File: config.mk
export PLATFORM = sky130hd
export DESIGN_NAME = bit_serializer_flat
export DESIGN_NICKNAME = d
export VERILOG_FILES = /design/src/rtl/bit_serializer_pkg.sv /design/src/rtl/bit_serializer_if.sv /design/src/rtl/bit_serializer_bit_tick_gen.sv /design/src/rtl/bit_serializer.sv /design/src/flat_wrapper.sv
export SDC_FILE = /design/constraint.sdc
export NUM_CORES = 1
export LEC_CHECK = 0
export ABC_AREA = 1
export BUFFER_PORTS_ARGS = -buffer_cell sky130_fd_sc_hd__buf_4
export CELL_PAD_IN_SITES_DETAIL_PLACEMENT = 0
export CELL_PAD_IN_SITES_GLOBAL_PLACEMENT = 1
export CORE_ASPECT_RATIO = 0.5
export CORE_MARGIN = 3
export CORE_UTILIZATION = 35
export DETAILED_ROUTE_END_ITERATION = 10
export GPL_TIMING_DRIVEN = 0
export PLACE_DENSITY = 0.69
export SYNTH_ARGS = -nofsm -noshare
export SYNTH_HDL_FRONTEND = slang
export SYNTH_SLANG_ARGS = --single-unit
File: constraint.sdc
create_clock -name clk -period 3 [get_ports clk]
set_input_delay 0.6 -clock clk [delete_from_list [all_inputs] [get_ports clk]]
set_output_delay 0.6 -clock clk [all_outputs]
set_load 0.02 [all_outputs]
File: src/rtl/bit_serializer_pkg.sv
// bit_serializer_pkg: shared state encoding, default sizes and a counter-width helper.
// Latency: n/a (declarations only).
// Backpressure: n/a.
package bit_serializer_pkg;

  // Serializer FSM encoding.
  localparam logic ST_IDLE  = 1'b0;
  localparam logic ST_SHIFT = 1'b1;

  typedef enum logic {
    S_IDLE  = ST_IDLE,
    S_SHIFT = ST_SHIFT
  } state_t;

  // Defaults shared with the sequence-detector bench.
  localparam int DEF_WIDTH = 8;
  localparam int DEF_DIV   = 1;

  // Width of a counter that must hold 0..n-1; never narrower than one bit.
  function automatic int cnt_width(input int n);
    return (n > 1) ? $clog2(n) : 1;
  endfunction

endpackage

File: src/rtl/bit_serializer_if.sv
// bit_serializer_if: parallel-in valid/ready bus plus serial-out strobes of the serializer.
// Latency: n/a (wiring only).
// Backpressure: din_ready from the slave stalls the master; the serial side has no backpressure.
// Ports/signals: din, din_valid (master->slave); din_ready, ser_out, ser_valid,
//                bit_tick, last, busy (slave->master).
interface bit_serializer_if
  import bit_serializer_pkg::*;
#(
  parameter int WIDTH = DEF_WIDTH
) ();

  logic [WIDTH-1:0] din;
  logic             din_valid;
  logic             din_ready;
  logic             ser_out;
  logic             ser_valid;
  logic             bit_tick;
  logic             last;
  logic             busy;

  // Word source / serial-stream observer.
  modport master (
    output din, din_valid,
    input  din_ready, ser_out, ser_valid, bit_tick, last, busy
  );

  // The serializer itself.
  modport slave (
    input  din, din_valid,
    output din_ready, ser_out, ser_valid, bit_tick, last, busy
  );

endinterface

File: src/rtl/bit_serializer_bit_tick_gen.sv
// bit_tick_gen: divider-counter clock enable, counts 0..DIV-1 and wraps.
// Latency: clear takes effect at the next edge; tick/wrap decode the registered count.
// Backpressure: none; clear holds the counter at zero.
// Ports: clk, rst (sync, active-high), clear (sync counter reset),
//        tick (count==0, first cycle of a period), wrap (count==DIV-1, last cycle of a period).
module bit_tick_gen
  import bit_serializer_pkg::*;
#(
  parameter int DIV = DEF_DIV
) (
  input  logic clk,
  input  logic rst,
  input  logic clear,
  output logic tick,
  output logic wrap
);

  localparam int            CW       = cnt_width(DIV);
  localparam logic [CW-1:0] CNT_LAST = CW'(DIV - 1);

  logic [CW-1:0] r_cnt;

  always_ff @(posedge clk) begin
    if (rst || clear) begin
      r_cnt <= '0;
    end else if (r_cnt == CNT_LAST) begin
      r_cnt <= '0;
    end else begin
      r_cnt <= r_cnt + 1'b1;
    end
  end

  // With DIV=1 both strobes are permanently high: every cycle is a full period.
  assign tick = (r_cnt == '0);
  assign wrap = (r_cnt == CNT_LAST);

endmodule

File: src/rtl/bit_serializer.sv
// bit_serializer: parallel word in (valid/ready), one bit per DIV clocks out, with a one-word hold buffer.
// Latency: first bit on ser_out the cycle after the accepting edge; back-to-back words are gap-free.
// Backpressure: din_ready = !hold_full, decoded from registered state only.
// Ports: clk, rst (sync, active-high), bus (slave modport: din/din_valid/din_ready in,
//        ser_out/ser_valid/bit_tick/last/busy out).
module bit_serializer
  import bit_serializer_pkg::*;
#(
  parameter int WIDTH     = DEF_WIDTH,
  parameter int DIV       = DEF_DIV,
  parameter int MSB_FIRST = 1
) (
  input logic             clk,
  input logic             rst,
  bit_serializer_if.slave bus
);

  localparam int            BW       = cnt_width(WIDTH);
  localparam logic [BW-1:0] BIT_LAST = BW'(WIDTH - 1);

  state_t           r_state;
  logic [WIDTH-1:0] r_shift;
  logic [WIDTH-1:0] r_hold;
  logic             r_hold_full;
  logic [BW-1:0]    r_bit_idx;

  logic             w_xfer;
  logic             w_shifting;
  logic             w_tick;
  logic             w_wrap;
  logic             w_clear;
  logic             w_last_bit;
  logic             w_word_end;
  logic             w_cur_bit;
  logic [WIDTH-1:0] w_shift_next;

  assign w_shifting = (r_state == S_SHIFT);
  assign w_xfer     = bus.din_valid && bus.din_ready;
  assign w_last_bit = (r_bit_idx == BIT_LAST);
  assign w_word_end = w_shifting && w_wrap && w_last_bit;

  // The current bit always sits at the outgoing end of the shifter.
  assign w_cur_bit    = (MSB_FIRST != 0) ? r_shift[WIDTH-1] : r_shift[0];
  assign w_shift_next = (MSB_FIRST != 0) ? {r_shift[WIDTH-2:0], 1'b0}
                                         : {1'b0, r_shift[WIDTH-1:1]};

  // Divider parked at zero while idle so the first period of a new word is full length.
  // A word-end reload needs no clear: the divider wraps to zero on that same edge.
  assign w_clear = !w_shifting;

  bit_tick_gen #(
    .DIV (DIV)
  ) u_tick_gen (
    .clk   (clk),
    .rst   (rst),
    .clear (w_clear),
    .tick  (w_tick),
    .wrap  (w_wrap)
  );

  always_ff @(posedge clk) begin
    if (rst) begin
      r_state     <= S_IDLE;
      r_shift     <= '0;
      r_hold      <= '0;
      r_hold_full <= 1'b0;
      r_bit_idx   <= '0;
    end else begin
      case (r_state)
        S_IDLE: begin
          if (w_xfer) begin
            r_shift   <= bus.din;
            r_bit_idx <= '0;
            r_state   <= S_SHIFT;
          end
        end
        S_SHIFT: begin
          if (w_word_end) begin
            r_bit_idx <= '0;
            // Held word wins; a word arriving on this edge bypasses the empty hold buffer.
            if (r_hold_full) begin
              r_shift     <= r_hold;
              r_hold_full <= 1'b0;
            end else if (w_xfer) begin
              r_shift <= bus.din;
            end else begin
              r_shift <= '0;
              r_state <= S_IDLE;
            end
          end else begin
            if (w_wrap) begin
              r_shift   <= w_shift_next;
              r_bit_idx <= r_bit_idx + 1'b1;
            end
            // din_ready is low while hold is full, so this never overwrites a held word.
            if (w_xfer) begin
              r_hold      <= bus.din;
              r_hold_full <= 1'b1;
            end
          end
        end
        default: r_state <= S_IDLE;
      endcase
    end
  end

  assign bus.din_ready = !r_hold_full;
  assign bus.ser_valid = w_shifting;
  assign bus.ser_out   = w_shifting && w_cur_bit;
  assign bus.bit_tick  = w_shifting && w_tick;
  assign bus.last      = w_shifting && w_last_bit;
  assign bus.busy      = w_shifting || r_hold_full;

endmodule
File: src/flat_wrapper.sv
// flat-port wrapper written by rule: the top's interface ports become plain ports
module bit_serializer_flat import bit_serializer_pkg::*;
#(
  parameter int WIDTH     = DEF_WIDTH,
  parameter int DIV       = DEF_DIV,
  parameter int MSB_FIRST = 1
)
  (clk, rst, bus_din, bus_din_valid, bus_din_ready, bus_ser_out, bus_ser_valid, bus_bit_tick, bus_last, bus_busy);
  bit_serializer_if #(.WIDTH(WIDTH)) bus_i ();
  input logic clk;
  input logic rst;
  input wire logic [$bits(bus_i.din)-1:0] bus_din;
  input wire logic [$bits(bus_i.din_valid)-1:0] bus_din_valid;
  output wire logic [$bits(bus_i.din_ready)-1:0] bus_din_ready;
  output wire logic [$bits(bus_i.ser_out)-1:0] bus_ser_out;
  output wire logic [$bits(bus_i.ser_valid)-1:0] bus_ser_valid;
  output wire logic [$bits(bus_i.bit_tick)-1:0] bus_bit_tick;
  output wire logic [$bits(bus_i.last)-1:0] bus_last;
  output wire logic [$bits(bus_i.busy)-1:0] bus_busy;
  assign bus_i.din = bus_din;
  assign bus_i.din_valid = bus_din_valid;
  assign bus_din_ready = bus_i.din_ready;
  assign bus_ser_out = bus_i.ser_out;
  assign bus_ser_valid = bus_i.ser_valid;
  assign bus_bit_tick = bus_i.bit_tick;
  assign bus_last = bus_i.last;
  assign bus_busy = bus_i.busy;
  bit_serializer #(.WIDTH(WIDTH), .DIV(DIV), .MSB_FIRST(MSB_FIRST)) u_core (.clk(clk), .rst(rst), .bus(bus_i));
endmodule
==> run metrics <==
sum of routed wire length over all layers=2935 um; latest clock arrival within the worst-skew pair=260 ps; pre-CTS setup slack=1253 ps; number of buffers added to fix hold violations after cts=0; start-to-end type of the worst setup path=flop to output port; count of state elements after synthesis=22; Routability Congestion=0.7255; layout filler cell count=310; estimated wirelength of the detail-placed design=2086 um; vias in the first global route=942; Max Transition Viols Final=0; fin crit period=2064 ps; setup repair after global routing missed its margin=no; Worst Skew=3.002 ps; Via density=4.784; number of synthesized flops with an enable pin=0; top post-synthesis cells by area=sky130_fd_sc_hd__dfxtp_1 (40%), sky130_fd_sc_hd__nand2_1 (12%), sky130_fd_sc_hd__nor2_1 (9.5%); Cell Rows=13; part of the total power dissipated in sequential elements=48.9%; Final setup viols=0; sink count of the clock tree=22; Chip Height=45.73 um; combinational cell fraction of total power=19.7%; portion of total power attributed to the clock network=31.4%; average wire per standard cell=13.46 um; initial antenna violation count=0; Crit Path Max Fanout=10; maximum clock frequency=0.4845 GHz; warnings from Yosys=0; diode count=0; logic depth of the worst register-to-register path=7; Post-Syn Nets=174; Core Area=2798 sq um; Maximum Capacitance Violations=0; number of buffers between clock root and the deepest sink=2; result of the run=completed; commonest non-fill, non-tap cell in the layout=sky130_fd_sc_hd__nand2_1; buffer count from post-CTS setup fixing=0; Clock transition at path regs=80 ps; die boundary width=85.46 um; terminus of the critical flop-to-flop path=u_core.r_hold[4]$_SDFFE_PP0P_; area overhead of the layout relative to synthesis=20.05%; switching part of the total=28.54%; count of endpoints failing hold in the final timing report=0; TritonCTS clock tree=yes; Distinct cells, synth=20; Final #Nets=195; transition time at the pin with the least slew margin=526.6 ps; TNS Setup=0 ps; sum of internal, switching and leakage power=677.8 uW; share of the synthesized area in the top cell type=39.86%; starting DRC count in detailed routing=42; footprint of the flip-flops and latches=440.4 sq um; internal power contribution=484.4 uW; required arrival time at the worst endpoint=2400 ps; global-route usage over all layers=16.30%; largest net degree at the start of global routing=13; global route total overflow=0; post-placement cell count=214; leakage power=0.0006114 uW; number of buffer cells added on primary ports=16; nature of the critical path startpoint=flop; share of final-layout standard cells stronger than drive strength 1=17.13%; critical path capture point type=output port; Final Instance Count excl. Fillers=218; die area=3908 sq um; area of the multi-input gates=584.3 sq um; Gates resized, CTS repair=0; DR pass1 iterations=4; Min-Delay Path Class=flop to flop; vias after detailed routing=1043; root buffer selected by CTS=sky130_fd_sc_hd__clkbuf_8; switching power of the nets=193.5 uW; wire length of the first global-routing pass=4733 um; final worst-path setup slack=936.1 ps; TritonCTS buffer count=3; Max rail drop VDD=0.0001901 V; period utilisation layout=68.80%; power density relative to cell area=511.1 nW/um^2; setup slack of the most critical reg-to-reg path=1390 ps; Worst Min Path Start=u_core.r_bit_idx[2]$_SDFFE_PP0P_; Top FF cell, synth=sky130_fd_sc_hd__dfxtp_1; number of top-level pins=17; sequential area share after synthesis=39.86%; average cell area after synthesis=6.862 sq um; top cell type by total area after synthesis=sky130_fd_sc_hd__dfxtp_1; most frequent cells in the layout=sky130_fd_sc_hd__nand2_1 (34), sky130_fd_sc_hd__nor2_1 (28), sky130_fd_sc_hd__dfxtp_1 (22); start of the worst register-to-register path=u_core.r_bit_idx[0]$_SDFFE_PP0P_; instance count along the most critical hold path=2; DRC viols=0; post-synthesis cell count=161; H-tree lvl count=1; initial core utilization=39.49%; worst path arrival time=1460 ps; hold endpoint=u_core.r_bit_idx[2]$_SDFFE_PP0P_; antenna violation net count after detailed routing=0; async set-reset flop share out of synthesis=0%; area of the mapped netlist=1105 sq um; slew margin rel.=64.89%
-- metal layers --
layer | vias up | GRT usage, % | share of wire [%]
met2 | 22 | 24.85 | 38
met4 | 0 | 2.839 | 0.27
met1 | 455 | 22.79 | 55
li1 | 564 | - | -
met5 | - | 0 | 0
met3 | 2 | 5.415 | 6.9
-- synth_stat cells, types with 2 or more instances --
master	n
sky130_fd_sc_hd__a21oi_1	13
sky130_fd_sc_hd__clkbuf_1	3
sky130_fd_sc_hd__dfxtp_1	22
sky130_fd_sc_hd__ha_1	2
sky130_fd_sc_hd__inv_1	11
sky130_fd_sc_hd__inv_2	3
sky130_fd_sc_hd__nand2_1	34
sky130_fd_sc_hd__nand3_1	17
sky130_fd_sc_hd__nand3_2	3
sky130_fd_sc_hd__nor2_1	28
sky130_fd_sc_hd__o21ai_0	12
sky130_fd_sc_hd__o21ai_1	5
-- final cells by class --
type,instances,share of cell area [%]
buffer,5,2.075
clock buffer,4,4.151
inverter,14,3.962
multi-input combinational,120,44.06
sequential,22,33.21
tap,37,3.491
timing repair buffer,16,9.057
-- worst max-delay path, cell delays in order, from the launching register on --
cell and delay [ps]:
sky130_fd_sc_hd__dfxtp_1 470, sky130_fd_sc_hd__clkbuf_1 440, sky130_fd_sc_hd__nand2_1 100, sky130_fd_sc_hd__inv_1 70
sky130_fd_sc_hd__buf_4 130
-- power groups by stage --
stage               Sequential (uW)  Clock [uW]  Combinational, uW
floorplan                       336           0               87.3
global placement                338           0                133
detailed placement              338           0                134
CTS                             331         221                135
global route                    335         235                150
finish                          331         213                134
-- kinds of logic (layout without fill, tap and decap cells) --
kind of cell,Yosys count,count (layout),share of synthesized area [%]
adder cells (fa/ha/maj),2,2,2.265
AND/OR/NAND/NOR,86,86,36.01
buffers and inverters,19,39,7.247
flip-flops,22,22,39.86
AO/OA/AOI/OAI,31,31,14.27
other,1,1,0.3394
-- per-stage QoR --
step | utilization (%) | hold WS, ps | area, sq um
final | 47.41 | 465.7 | 1326
after global routing | 47.41 | 486.1 | 1326
after CTS | 47.41 | 468.5 | 1326
after detailed placement | 45.44 | 456.7 | 1271
after global placement | 45.44 | 453.1 | 1271
after floorplan | - | 428.5 | 1105
-- state kept, by name (all words and copies together), names as in the netlist --
signal	flops
u_core.r_hold	8
u_core.r_shift	8
u_core.r_bit_idx	3
u_core.bus.ser_valid	1
u_core.r_hold_full	1
u_core.u_tick_gen.r_cnt	1
-- how the worst max path moves through the flow --
stage,start,to,slack [ps]
final,u_core.bus.ser_valid$_SDFF_PP0_,bus_last,940
after global routing,u_core.bus.ser_valid$_SDFF_PP0_,bus_ser_out,850
after CTS,u_core.bus.ser_valid$_SDFF_PP0_,bus_last,940
after detailed placement,u_core.bus.ser_valid$_SDFF_PP0_,bus_last,1250
after global placement,u_core.bus.ser_valid$_SDFF_PP0_,bus_last,1220
after floorplan,u_core.bus.ser_valid$_SDFF_PP0_,bus_ser_out,1350
(Power assumes the default switching activity.)
